$ cat src/rtl/pipe_pkg.sv
// Shared types and constants for the generic pipeline stage register.
// Used by pipe_skid_stage and its optional perf counters (PIPE_SKID_PERF_EN).
package pipe_pkg;

   typedef enum logic [1:0] {
      EMPTY = 2'd0,
      ONE   = 2'd1,
      FULL  = 2'd2
   } state_t;

   localparam logic [31:0] RV_NOP     = 32'h0000_0013;
   localparam int          PERF_CNT_W = 32;

endpackage

$ cat src/rtl/pipe_perf_cnt.sv
// Saturating event counter with synchronous clear and count enable.
// Instantiated by pipe_skid_stage when PIPE_SKID_PERF_EN is defined.
module pipe_perf_cnt
   import pipe_pkg::*;
#(
   parameter int W = PERF_CNT_W
) (
   input  logic         clk,
   input  logic         clr,
   input  logic         en,
   output logic [W-1:0] cnt
);

   always_ff @(posedge clk) begin
      if (clr) begin
         cnt <= '0;
      end else if (en && (cnt != '1)) begin
         cnt <= cnt + 1'b1;
      end
   end

endmodule

$ cat src/rtl/pipe_skid_stage.sv
// Generic valid/ready stage register with 2-entry skid buffer and flush.
// Define PIPE_SKID_PERF_EN to add stall/bubble/flush counters.
module pipe_skid_stage
   import pipe_pkg::*;
#(
   parameter int                DATA_W     = 32,
   parameter logic [DATA_W-1:0] BUBBLE_VAL = DATA_W'(RV_NOP),
   parameter bit                FLUSH_CLR  = 1'b1
) (
   input  logic              clk,
   input  logic              rst,
   input  logic              flush,
   input  logic              in_valid,
   output logic              in_ready,
   input  logic [DATA_W-1:0] in_data,
   output logic              out_valid,
   input  logic              out_ready,
   output logic [DATA_W-1:0] out_data
`ifdef PIPE_SKID_PERF_EN
   ,
   output logic [PERF_CNT_W-1:0] stall_cnt,
   output logic [PERF_CNT_W-1:0] bubble_cnt,
   output logic [PERF_CNT_W-1:0] flush_cnt
`endif
);

   state_t            state_q, state_d;
   logic [DATA_W-1:0] main_q, main_d;
   logic [DATA_W-1:0] skid_q, skid_d;
   logic              in_fire, out_fire;

   // Handshake outputs come from registered state only.
   assign in_ready  = (state_q != FULL);
   assign out_valid = (state_q != EMPTY);
   assign out_data  = out_valid ? main_q : BUBBLE_VAL;

   assign in_fire  = in_valid & in_ready;
   assign out_fire = out_valid & out_ready;

   always_comb begin
      state_d = state_q;
      main_d  = main_q;
      skid_d  = skid_q;
      if (flush) begin
         state_d = EMPTY;
         if (FLUSH_CLR) begin
            main_d = BUBBLE_VAL;
            skid_d = BUBBLE_VAL;
         end
      end else begin
         case (state_q)
            EMPTY: begin
               if (in_fire) begin
                  state_d = ONE;
                  main_d  = in_data;
               end
            end
            ONE: begin
               if (in_fire && out_fire) begin
                  main_d = in_data;
               end else if (in_fire) begin
                  state_d = FULL;
                  skid_d  = in_data;
               end else if (out_fire) begin
                  state_d = EMPTY;
               end
            end
            FULL: begin
               if (out_fire) begin
                  state_d = ONE;
                  main_d  = skid_q;
               end
            end
            default: state_d = EMPTY;
         endcase
      end
   end

   always_ff @(posedge clk) begin
      if (rst) begin
         state_q <= EMPTY;
         main_q  <= BUBBLE_VAL;
         skid_q  <= BUBBLE_VAL;
      end else begin
         state_q <= state_d;
         main_q  <= main_d;
         skid_q  <= skid_d;
      end
   end

`ifdef PIPE_SKID_PERF_EN
   pipe_perf_cnt #(.W(PERF_CNT_W)) u_stall (
      .clk (clk),
      .clr (rst),
      .en  (out_valid & ~out_ready),
      .cnt (stall_cnt)
   );

   pipe_perf_cnt #(.W(PERF_CNT_W)) u_bubble (
      .clk (clk),
      .clr (rst),
      .en  (~out_valid),
      .cnt (bubble_cnt)
   );

   pipe_perf_cnt #(.W(PERF_CNT_W)) u_flush (
      .clk (clk),
      .clr (rst),
      .en  (flush),
      .cnt (flush_cnt)
   );
`endif

endmodule
$ cat config.mk
export PLATFORM = sky130hd
export DESIGN_NAME = pipe_skid_stage
export DESIGN_NICKNAME = d
export VERILOG_FILES = /design/src/rtl/pipe_pkg.sv /design/src/rtl/pipe_perf_cnt.sv /design/src/rtl/pipe_skid_stage.sv
export SDC_FILE = /design/constraint.sdc
export NUM_CORES = 1
export LEC_CHECK = 0
export CORE_MARGIN = 2
export CORE_UTILIZATION = 50
export DETAILED_ROUTE_END_ITERATION = 16
export PLACE_DENSITY = 0.82
export RECOVER_POWER = 100
export SLEW_MARGIN = 40
export SYNTH_ARGS = -nofsm -noshare
export SYNTH_HDL_FRONTEND = slang
export SYNTH_SLANG_ARGS = --single-unit
$ cat constraint.sdc
create_clock -name clk -period 4.4 [get_ports clk]
set_clock_uncertainty 0.1 [all_clocks]
set_input_delay 1.1 -clock clk [delete_from_list [all_inputs] [get_ports clk]]
set_output_delay 1.1 -clock clk [all_outputs]
set_load 0.05 [all_outputs]
==> impl_metrics.ini <==
[detailed_routing]
drc = 0
drtAntennaViolNets = 0
vias = 2652
firstDrtPassIters = 4
wl_per_cell_um = 12.9
routed_wl_um = 6570
viasPerCell = 5.21
drt_iter0_drc = 224

[sta]
slew_violations = 0
finalHoldViolCount = 0
relSlewSlack = 0.0525
setup_viol = 0
rsz0062_at_grt = false
period_share = 0.884
max_slew.worst_pin.slew_ns = 1.41
period_minus_slack_ns = 3.89
clock.fmax_ghz = 0.257
tns_ns = 0
setup_ws_ns = 0.512
holdWs_ns = 0.355

[worst_setup_path]
critical-path-max-stage-delay_ns = 0.81
worst-path-buf-inv = 2
critical_path.startpoint_type = register
ff2ff_path_depth = 5
r2r-start = state_q[1]$_SDFFE_PP0P_
cp_top_family = buffers and inverters
slowest_stage = nor2_1
worst-endpoint-required_ns = 3.20
cp-end-kind = output pin
crit_fanout = 17
rr_endpoint = skid_q[20]$_SDFFE_PP0P_
startpoint = state_q[1]$_SDFFE_PP0P_
arrival_ns = 2.69
crit_chain = nor2_1 -> buf_4 -> nor2b_1 -> dlygate4sd3_1
critical_path_class = reg -> out
reg2reg_setup_slack_ns = 1.78

[pwr]
ir_worst_vdd_uv = 212
cellPowerDensity_nw_per_um2 = 340
switching_share = 0.237
switching_power_uw = 301
p_leak_nw = 1.41
intPower_uw = 967
clockPowerShare = 0.402
seqPwrFrac = 0.490
p_comb_frac = 0.108
power_mw = 1.27

[hold_path]
hold_end = skid_q[17]$_SDFFE_PP0P_
whs_path_depth = 2
hp-start = skid_q[17]$_SDFFE_PP0P_
hold_path.class = reg -> reg

[clock_network]
cts_tree = done
clock-sinks = 66
ctsHoldBuffers = 0
clk_latency_ns = 0.33
root_buffer = clkbuf_8
numCtsBuffers = 9
cts.repair.resized = 0
clkSlewWorstSetupHoldPaths_ns = 0.06
cts_setup_buffers = 0
clk_path_buf_depth = 2
htreeDepth = 3

[floorplanning]
die_h_um = 79.4
placementRows = 27
core_area_um2 = 5510
fp.dieW_um = 79.4
die_area_um2 = 6300
boundaryPins = 71
start_util = 0.516

[global_route]
grt_pass1_wl_um = 10800
grt.overflow.total = 0
grt_max_degree = 60
track_usage = 0.219
grt_pass1_vias = 2356
antenna_found_initial = 0

[job]
max-cap-violations = 0

[status]
outcome = completed

[placed_design]
dp_cells = 493
gp_congestion = 0.740
dpl-instance-area_um2 = 3570
dp.final_hpwl_um = 4160
portBuffers = 70
place_ws_ns = 1.14

[logic_synthesis]
synth_cell_types = 23
syn-instance-count = 374
ys_warn_count = 0
synth_seq_area_share = 0.465
synth_top_family_by_area = simple AND/OR/NAND/NOR gates
synth-xor-area-share = 0
synth_compound_area_frac = 0.156
synthMuxAreaShare = 0.00352
avgSynthCellArea_um2 = 7.60
synth-seq-cells = 66
yosys.area_share.simple = 0.325
synth-adder-area-share = 0
synth_nets = 411
syn-cell-area_um2 = 2840

[final_layout]
fin_area_um2 = 3730
fill_cells = 469
post-route-util = 0.677
final_layout_size_suffix_gt1_frac = 0.0549
fin_cells = 509
n_antenna_cell = 0
area_growth_pct = 31.2
fin_nets = 469
==> registers in the layout, summed over array words and instances (netlist names) <==
register and flops:
main_q 32, skid_q 32, state_q 2
==> cells in the final DEF (no fill, tap or decap), drive strengths merged <==
| cell type | n |
|---|---|
| nand3b | 2 |
| dfxtp | 66 |
| clkbuf | 16 |
| o21a | 1 |
| buf | 4 |
| nand2 | 129 |
| or2 | 4 |
| clkinv | 1 |
| o21ai | 4 |
| nand2b | 1 |
| a21oi | 30 |
| clkdlybuf4s50 | 37 |
| nand3 | 3 |
| and3 | 3 |
| nor2b | 31 |
| nor3b | 1 |
| inv | 2 |
| nor2 | 38 |
| bufinv | 1 |
| dlygate4sd3 | 33 |
| a311oi | 29 |
| mux2i | 1 |
==> power groups by stage <==
stage / sequential (mW) / combinational [mW] / clock [mW]
detailed placement: 0.635 / 0.142 / 0
global route: 0.623 / 0.151 / 0.539
CTS: 0.621 / 0.142 / 0.515
floorplan: 0.632 / 0.0826 / 0
global placement: 0.634 / 0.139 / 0
finish: 0.621 / 0.137 / 0.509
==> layout make-up <==
| type | instances | area [µm²] | share of cell area |
|---|---|---|---|
| flip-flops and latches | 66 | 1320 | 0.354 |
| repair buffers | 76 | 751 | 0.201 |
| clock inverters | 2 | 35.0 | 0.00939 |
| well taps | 72 | 90.1 | 0.0242 |
| multi-input cells | 277 | 1360 | 0.365 |
| clock buffers | 14 | 163 | 0.0436 |
| inverters | 2 | 7.51 | 0.00201 |
==> cell families (layout without fill, tap and decap cells) <==
group,count (synthesis),in the layout
compound gates,64,64
buf+inv,31,94
flops,66,66
mux,1,1
simple gates,212,212
==> cells in the mapped netlist <==
library cell	number	area, µm²
a21oi_1	30	150
a311oi_1	29	254
and3_1	3	18.8
buf_2	14	70.1
buf_4	3	22.5
clkbuf_1	12	45.0
dfxtp_1	66	1320
inv_1	1	3.75
inv_2	1	3.75
mux2i_1	1	10.0
nand2_1	129	484
nand2b_4	1	13.8
nand3_1	3	15.0
nand3b_1	2	15.0
nor2_1	38	143
nor2b_1	30	188
nor2b_2	1	8.76
nor3b_2	1	12.5
o21a_1	1	7.51
o21ai_0	2	10.0
o21ai_1	1	5.00
o21ai_4	1	16.3
or2_2	4	25.0
==> metal layers <==
metal | part of all wire | GRT usage | wire (µm)
met1 | 0.44 | 0.278 | 2920
met2 | 0.49 | 0.364 | 3240
met3 | 0.050 | 0.0385 | 331
met4 | 0.013 | 0.0983 | 86
met5 | 0 | 0 | 0
==> worst max path at each step <==
| stage | end | slack [ns] | cells after the start |
|---|---|---|---|
| 2_1_floorplan | out_data[10] | 1.79 | 3 |
| 3_3_place_gp | out_data[20] | 1.21 | 4 |
| 3_5_place_dp | out_data[11] | 1.14 | 4 |
| 4_1_cts | out_data[11] | 0.81 | 4 |
| 5_1_grt | out_data[7] | 0.36 | 4 |
| 6_report | out_data[7] | 0.51 | 4 |
==> tightest hold or removal path, cell delays in order (launching register included) <==
cell     delay, ns
dfxtp_1       0.31
nand2_1       0.05
a21oi_1       0.05
(Power assumes the default switching activity.)
